**config.mk**
```make
export PLATFORM = sky130hd
export DESIGN_NAME = arbitro_rr_ctrl_flat
export DESIGN_NICKNAME = d
export VERILOG_FILES = /design/src/rtl/arbitro_rr_ctrl_if.sv /design/src/rtl/arbitro_rr_ctrl.sv /design/src/flat_wrapper.sv
export SDC_FILE = /design/constraint.sdc
export NUM_CORES = 1
export LEC_CHECK = 0
export BUFFER_PORTS_ARGS = -buffer_cell sky130_fd_sc_hd__buf_2
export CAP_MARGIN = 20
export CORE_MARGIN = 5
export CORE_UTILIZATION = 40
export DETAILED_ROUTE_END_ITERATION = 8
export PLACE_DENSITY = 0.67
export SLEW_MARGIN = 20
export SYNTH_ARGS = -nofsm -noshare
export SYNTH_HDL_FRONTEND = slang
export SYNTH_SLANG_ARGS = --single-unit
```
**constraint.sdc**
```tcl
create_clock -name clk -period 4.5 [get_ports clk]
set_input_delay 0.225 -clock clk [delete_from_list [all_inputs] [get_ports clk]]
set_output_delay 0.225 -clock clk [all_outputs]
set_load 0.02 [all_outputs]
```
**src/rtl/arbitro_rr_ctrl_if.sv**
```systemverilog
// Bus between the switch controller and its FIFOs.
//   in_empty  : empty flags of input FIFOs 0..3
//   in_data   : head words of the input FIFOs (FWFT); FIFO i at [i*DW +: DW]
//   out_afull : almost-full flags of output FIFOs 4..7 (bit 0 = FIFO4)
//   pop       : pop strobes to the input FIFOs
//   push      : push strobes to the output FIFOs
//   data_out  : word presented with push
// master = controller side, slave = FIFO side.
interface arbitro_rr_ctrl_if #(
  parameter int DW = 10
);
  logic [3:0]      in_empty;
  logic [4*DW-1:0] in_data;
  logic [3:0]      out_afull;
  logic [3:0]      pop;
  logic [3:0]      push;
  logic [DW-1:0]   data_out;

  modport master (
    input  in_empty, in_data, out_afull,
    output pop, push, data_out
  );

  modport slave (
    output in_empty, in_data, out_afull,
    input  pop, push, data_out
  );
endinterface

```
**src/rtl/arbitro_rr_ctrl.sv**
```systemverilog
// Control and round-robin arbitration for the 4-in / 4-out FIFO switch.
// Sequences reset/init/active phases, latches the FIFO thresholds and moves
// one word per cycle from an input FIFO to the output FIFO named by the top
// two bits of the word, skipping words whose destination is almost full.
//
// Ports:
//   clk, reset             : clock, synchronous active-high reset
//   init                   : enter / hold configuration phase
//   limit_low, limit_high  : threshold requests, latched while in INIT
//   bus                    : FIFO-side signals (see arbitro_rr_ctrl_if)
//   limit_low_out/high_out : latched thresholds, fanned out to all FIFOs
//   state                  : one-hot phase
//   idle                   : high in IDLE
//   cfg_err                : sticky limit_low >= limit_high flag
//
// state  | meaning
// -------+-------------------------------------------------------
// RESET  | 0001, held while reset is high
// INIT   | 0010, thresholds follow limit_low/limit_high
// IDLE   | 0100, all inputs empty, waiting for traffic
// ACTIVE | 1000, arbitrating and moving words
module arbitro_rr_ctrl #(
  parameter int DW       = 10,
  parameter int LW       = 3,
  parameter int LOW_DEF  = 1,
  parameter int HIGH_DEF = 6
) (
  input  logic          clk,
  input  logic          reset,
  input  logic          init,
  input  logic [LW-1:0] limit_low,
  input  logic [LW-1:0] limit_high,
  arbitro_rr_ctrl_if.master bus,
  output logic [LW-1:0] limit_low_out,
  output logic [LW-1:0] limit_high_out,
  output logic [3:0]    state,
  output logic          idle,
  output logic          cfg_err
);

  typedef enum logic [3:0] {
    S_RESET  = 4'b0001,
    S_INIT   = 4'b0010,
    S_IDLE   = 4'b0100,
    S_ACTIVE = 4'b1000
  } state_t;

  localparam logic [LW-1:0] LOW_RST  = LW'(LOW_DEF);
  localparam logic [LW-1:0] HIGH_RST = LW'(HIGH_DEF);

  state_t        state_q, state_d;
  logic [1:0]    ptr_q;
  logic [3:0]    push_q;
  logic [DW-1:0] data_q;

  logic [DW-1:0] word [4];
  logic [1:0]    dest [4];
  logic [3:0]    cand;
  logic          arb_en;
  logic          grant_v;
  logic [1:0]    grant_idx;
  logic [1:0]    scan_idx;

  assign arb_en = (state_q == S_ACTIVE) && !init && !reset;

  // Candidate = non-empty input whose destination is not almost full.
  always_comb begin
    for (int i = 0; i < 4; i++) begin
      word[i] = bus.in_data[i*DW +: DW];
      dest[i] = word[i][DW-1 -: 2];
      cand[i] = !bus.in_empty[i] && !bus.out_afull[dest[i]];
    end
  end

  // First candidate at or after ptr, wrapping mod 4.
  always_comb begin
    grant_v   = 1'b0;
    grant_idx = 2'd0;
    scan_idx  = 2'd0;
    for (int k = 0; k < 4; k++) begin
      scan_idx = ptr_q + 2'(k);
      if (arb_en && !grant_v && cand[scan_idx]) begin
        grant_v   = 1'b1;
        grant_idx = scan_idx;
      end
    end
  end

  always_comb begin
    state_d = state_q;
    case (state_q)
      S_RESET:  state_d = S_INIT;
      S_INIT:   if (!init) state_d = S_IDLE;
      S_IDLE: begin
        if (init)                       state_d = S_INIT;
        else if (bus.in_empty != 4'hF)  state_d = S_ACTIVE;
      end
      S_ACTIVE: begin
        if (init)                                  state_d = S_INIT;
        else if (bus.in_empty == 4'hF && !grant_v) state_d = S_IDLE;
      end
      default:  state_d = S_RESET;
    endcase
  end

  always_ff @(posedge clk) begin
    if (reset) begin
      state_q        <= S_RESET;
      ptr_q          <= 2'd0;
      push_q         <= 4'd0;
      data_q         <= '0;
      limit_low_out  <= LOW_RST;
      limit_high_out <= HIGH_RST;
      cfg_err        <= 1'b0;
    end else begin
      state_q <= state_d;
      if (grant_v) begin
        ptr_q  <= grant_idx + 2'd1;
        push_q <= 4'b0001 << dest[grant_idx];
        data_q <= word[grant_idx];
      end else begin
        push_q <= 4'd0;
      end
      if (state_q == S_INIT) begin
        limit_low_out  <= limit_low;
        limit_high_out <= limit_high;
        // Compare the values being latched on this same exit edge.
        if (!init) cfg_err <= (limit_low >= limit_high);
      end else if (state_d == S_INIT) begin
        cfg_err <= 1'b0;
      end
    end
  end

  // Gating with reset drops an in-flight word in the reset cycle itself.
  assign bus.pop      = grant_v ? (4'b0001 << grant_idx) : 4'd0;
  assign bus.push     = reset ? 4'd0 : push_q;
  assign bus.data_out = data_q;
  assign state        = state_q;
  assign idle         = (state_q == S_IDLE);

endmodule

```
**src/flat_wrapper.sv**
```systemverilog
// flat-port wrapper written by rule: the top's interface ports become plain ports
module arbitro_rr_ctrl_flat 
#(
  parameter int DW       = 10,
  parameter int LW       = 3,
  parameter int LOW_DEF  = 1,
  parameter int HIGH_DEF = 6
)
  (clk, reset, init, limit_low, limit_high, limit_low_out, limit_high_out, state, idle, cfg_err, bus_in_empty, bus_in_data, bus_out_afull, bus_pop, bus_push, bus_data_out);
  arbitro_rr_ctrl_if #(.DW(DW)) bus_i ();
  input  logic clk;
  input  logic reset;
  input  logic init;
  input  logic [LW-1:0] limit_low;
  input  logic [LW-1:0] limit_high;
  output logic [LW-1:0] limit_low_out;
  output logic [LW-1:0] limit_high_out;
  output logic [3:0] state;
  output logic idle;
  output logic cfg_err;
  input wire logic [$bits(bus_i.in_empty)-1:0] bus_in_empty;
  input wire logic [$bits(bus_i.in_data)-1:0] bus_in_data;
  input wire logic [$bits(bus_i.out_afull)-1:0] bus_out_afull;
  output wire logic [$bits(bus_i.pop)-1:0] bus_pop;
  output wire logic [$bits(bus_i.push)-1:0] bus_push;
  output wire logic [$bits(bus_i.data_out)-1:0] bus_data_out;
  assign bus_i.in_empty = bus_in_empty;
  assign bus_i.in_data = bus_in_data;
  assign bus_i.out_afull = bus_out_afull;
  assign bus_pop = bus_i.pop;
  assign bus_push = bus_i.push;
  assign bus_data_out = bus_i.data_out;
  arbitro_rr_ctrl #(.DW(DW), .LW(LW), .LOW_DEF(LOW_DEF), .HIGH_DEF(HIGH_DEF)) u_core (.clk(clk), .reset(reset), .init(init), .limit_low(limit_low), .limit_high(limit_high), .bus(bus_i), .limit_low_out(limit_low_out), .limit_high_out(limit_high_out), .state(state), .idle(idle), .cfg_err(cfg_err));
endmodule
```
==> results <==
- The flow ran to the end, and the final reports show no timing, DRC or antenna violations.
- The worst hold margin is around 0.17 ns.
- Overall power consumption after layout is estimated at 0.5884 mW.
- Summing all multi-input logic gate instances after layout gives 0.001272 mm2.
- The final hold violation count was 0.
- Across every metal layer, demand over resource in global routing totals 16.02%.
- Sorting the synthesized cells by how often they occur yields 30 x sky130_fd_sc_hd__mux2i_1, 27 x sky130_fd_sc_hd__dfxtp_1, 18 x sky130_fd_sc_hd__nor2_1, 15 x sky130_fd_sc_hd__nand2_1, 10 x sky130_fd_sc_hd__nor2b_1.
- Setup repair after global routing left no endpoint under its margin.
- The repair_antennas step left the layout with diodes totalling 0.
- The number of clock sinks is 27.
- The share of the Yosys chip area taken by registers is 28.07%.
- With fillers left out, the area of the finished cells amounts to 0.002392 mm2.
- The power share of the sequential group is 47.1%.
- The fraction of synthesis flops using an asynchronous set or reset pin is 0%.
- The total grt overflow is 0.
- The vertical die dimension is 79.38 um.
- The CTS buffer count is 3.
- The per-instance average area after synthesis is 9.170 um2.
- The mapped cell area is 0.001926 mm2.
- The total area inside the core boundary comes to 0.004692 mm2.
- The classification of the worst setup path is reg2out.
- The cell at the root of the clock tree is sky130_fd_sc_hd__clkbuf_8.
- In the routed layout, each cell is associated on average with a via count of 5.397.
- The deepest level of the CTS H-tree is 1.
- The clock insertion delay at the later pin of the skew report is 0.27 ns.
- The post-layout utilization of the core is 50.99%.
- Internal power comes to a little under 0.4 mW.
- STA puts the critical path data required time at 4.28 ns.
- The detail route stage leaves a number of antenna-violating nets equal to 0.
- The number of buffers added for setup after CTS is 0.
- The net count of the finished layout is 354.
- The worst setup path is captured at a primary output.
- The tool flagged a number of max-cap violations equal to 0.
- After clock tree synthesis, the repair step resized 0 gates.
- The worst setup slack after placement is 1.712 ns.
- In the post-route analysis, the smallest setup slack over all paths is around 1.4 ns.
- The relative contribution of the clock network to total power is 23.5%.
- The transition time at the pin with the least slew margin is 0.5422 ns.
- Data arrives at the worst endpoint at 2.90 ns.
- Among all cell types in the netlist, the one instantiated most often is sky130_fd_sc_hd__mux2i_1.
- The synthesized design contains 0 enable-type register cells.
- The worst slew margin relative to its limit is 63.57%.
- The class of the tightest hold or removal check is in2reg.
- In the finished design, the share of the clock period the worst path needs comes to 69.49%.
- The first global-routing pass estimated about 8.3 mm of wire.
- Setup violations remaining at the end of the flow were counted as 0.
- Of the cells placed in the final design, the portion with a size suffix greater than 1 is 38.06%.
- The wire-length estimate of the detail-placed layout is roughly 3.9 mm.
- The top cell type by total area after synthesis is sky130_fd_sc_hd__dfxtp_1.
- The layout-stage area growth over the synthesis result is 24.24%.
- Summed over all layers, the routed wires come to just under 5 mm.
- Detailed routing inserted a total of 1851 vias.
- The worst ir drop on vdd is 0.1075 mV.
- The congestion estimate from routability-driven global placement came to 0.9086.
- The storage element area is 540.5 um2.
- The number of max-slew violations in the final report is 0.
- The netlist uses 56 different library cells.
- The count of buffers inserted at the top-level ports is 86.
- After technology mapping, the gate count stands at 210.
- The full die area is 0.006301 mm2.
- The maximum frequency from static timing analysis is 319.8 MHz.
- Entering global routing, the biggest net connects 24 pins.
- The clock skew is ~0.0026 ns.
- The maximum buffer depth of the clock tree is 2.
- The highest net fanout along the worst path is 15.
- The post-synth net total is between 200 and 300.
- The switching share of total power is 32.81%.
- The cell area reported after detailed placement is 0.002346 mm2.
- For this run, the number of Yosys warnings is 0.
- The power dissipated by switching net loads is 0.1930 mW.
- The CTS tree is yes.
- After clock tree synthesis, the clock-pin slew on the worst setup and hold paths is 0.09 ns.
- The final period demand of the worst path is 3.127 ns.
- In this run the biggest area consumer among cell types represents between 20% and 30% of the synthesized area.
- In this run, post-CTS hold repair placed 0 buffers.
- Dividing the detail-routed wire length by the instance count gives 14.40 um.
- The via count of the first global-routing pass is approximately 1800.
- In this run, placement finished with an instance count of 339.
- The kind of start point of the critical path is a flip-flop.
- The initial cell density of the core is 41.04%.
- The sum of negative setup slack is 0 ns.
- The total of flip-flops plus latches after synthesis is 27.
- In this run the core area contains 25 standard-cell rows.
- From left edge to right edge, the die measures 79.38 um.
- After the flow finishes, the layout carries non-filler instances totaling 343.
- The number of design rule violations left after detail routing is 0.
- The initial antenna violation count is 0.
- Before antenna repair, the detailed router went through 4 iterations.
- The number of ports placed on the die boundary is 87.
- Yosys attributes the largest share of cell area to sky130_fd_sc_hd__dfxtp_1 28%, sky130_fd_sc_hd__mux2i_1 16%, sky130_fd_sc_hd__ha_1 4.5%.
- In the synthesized netlist the dominant register cell turns out to be sky130_fd_sc_hd__dfxtp_1.
- In this run the static leakage power is approximately 1.1 nW.
- For this block, the initial DRC count from the detailed router was 83.
- Fill cells in the final layout number 463.
- In this run the power density over the cells is 245.9 mW/mm2.
- Per report_power, the combinational group accounts for 29.4% of the total.
[power groups by stage]
stage                     Sequential [mW]  Combinational, mW  Clock (mW)
after floorplan                     0.285              0.108           0
after global placement              0.282              0.170           0
after detailed placement            0.283              0.173           0
after CTS                           0.277              0.174       0.144
after global routing                0.281              0.194       0.156
final                               0.277              0.173       0.138
[sequential cells by signal, indices dropped and copies added, names as in the netlist]
name	flops
u_core.bus.data_out	10
u_core.cfg_err	1
u_core.limit_high_out	3
u_core.limit_low_out	3
u_core.ptr_q	2
u_core.push_q	4
u_core.state	4
[cell families after synthesis]
| group | synth area share (%) |
|---|---|
| muxes | 20.40 |
| buffers and inverters | 5.848 |
| adders and majority gates | 4.548 |
| DFF | 28.07 |
| AOI/OAI and AO/OA | 20.01 |
| xor gates and xnor gates | 0.9098 |
| and+or+nand+nor | 20.21 |
[cell usage in the layout (no fill, tap or decap), types with 2 or more instances in the layout]
cell,count
sky130_fd_sc_hd__buf_2,87
sky130_fd_sc_hd__mux2i_1,30
sky130_fd_sc_hd__dfxtp_1,27
sky130_fd_sc_hd__nor2_1,18
sky130_fd_sc_hd__nand2_1,15
sky130_fd_sc_hd__nor2b_1,10
sky130_fd_sc_hd__o221ai_1,9
sky130_fd_sc_hd__and2_1,8
sky130_fd_sc_hd__ha_1,7
sky130_fd_sc_hd__inv_1,6
sky130_fd_sc_hd__o21ai_0,5
sky130_fd_sc_hd__a21oi_1,5
sky130_fd_sc_hd__mux4_2,3
sky130_fd_sc_hd__a22o_2,3
sky130_fd_sc_hd__nor3_1,3
sky130_fd_sc_hd__a211o_1,3
sky130_fd_sc_hd__clkbuf_8,3
sky130_fd_sc_hd__o21ai_1,2
sky130_fd_sc_hd__nor3b_1,2
sky130_fd_sc_hd__a2111oi_2,2
sky130_fd_sc_hd__or2_1,2
sky130_fd_sc_hd__inv_2,2
sky130_fd_sc_hd__nand3_1,2
sky130_fd_sc_hd__o21a_1,2
sky130_fd_sc_hd__nand2b_1,2
sky130_fd_sc_hd__nor4_1,2
[per-layer routing]
metal | vias to the layer above | wire length [um] | GRT usage [%]
met1 | 839 | 2147 | 20.68
li1 | 933 | - | -
met2 | 69 | 2370 | 26.77
met4 | 0 | 85 | 5.326
met5 | - | 0 | 0
met3 | 10 | 335 | 3.047
[area by class of cell]
type	count	share of cell area [%]
tap	54	2.824
multi-input combinational	163	53.19
sequential	27	22.59
clock buffer	3	1.726
timing repair buffer	87	18.20
inverter	8	1.255
clock inverter	1	0.2092
[critical path, cell delays in order, from the launching register on]
cell and delay (ns):
sky130_fd_sc_hd__dfxtp_1 0.56, sky130_fd_sc_hd__nor3_1 0.11, sky130_fd_sc_hd__a22o_2 0.30, sky130_fd_sc_hd__a2111oi_2 0.50
sky130_fd_sc_hd__o211ai_1 0.17, sky130_fd_sc_hd__a22o_2 0.40, sky130_fd_sc_hd__inv_2 0.16, sky130_fd_sc_hd__ha_1 0.15
sky130_fd_sc_hd__and2_1 0.13, sky130_fd_sc_hd__buf_2 0.17
[worst paths after layout]
kind	from	end	slack [ns]	depth (start not counted)
max	u_core.ptr_q[1]$_SDFFE_PP0P_	bus_pop[3]	1.37	9
max reg2reg	u_core.ptr_q[1]$_SDFFE_PP0P_	u_core.push_q[3]$_SDFF_PP0_	1.70	8
min reg2reg	u_core.bus.data_out[9]$_SDFFE_PP0P_	u_core.bus.data_out[9]$_SDFFE_PP0P_	0.48	1
min	limit_high[2]	u_core.limit_high_out[2]$_SDFFE_PP1P_	0.17	2
Note: power is estimated with default switching activity, not from simulation.
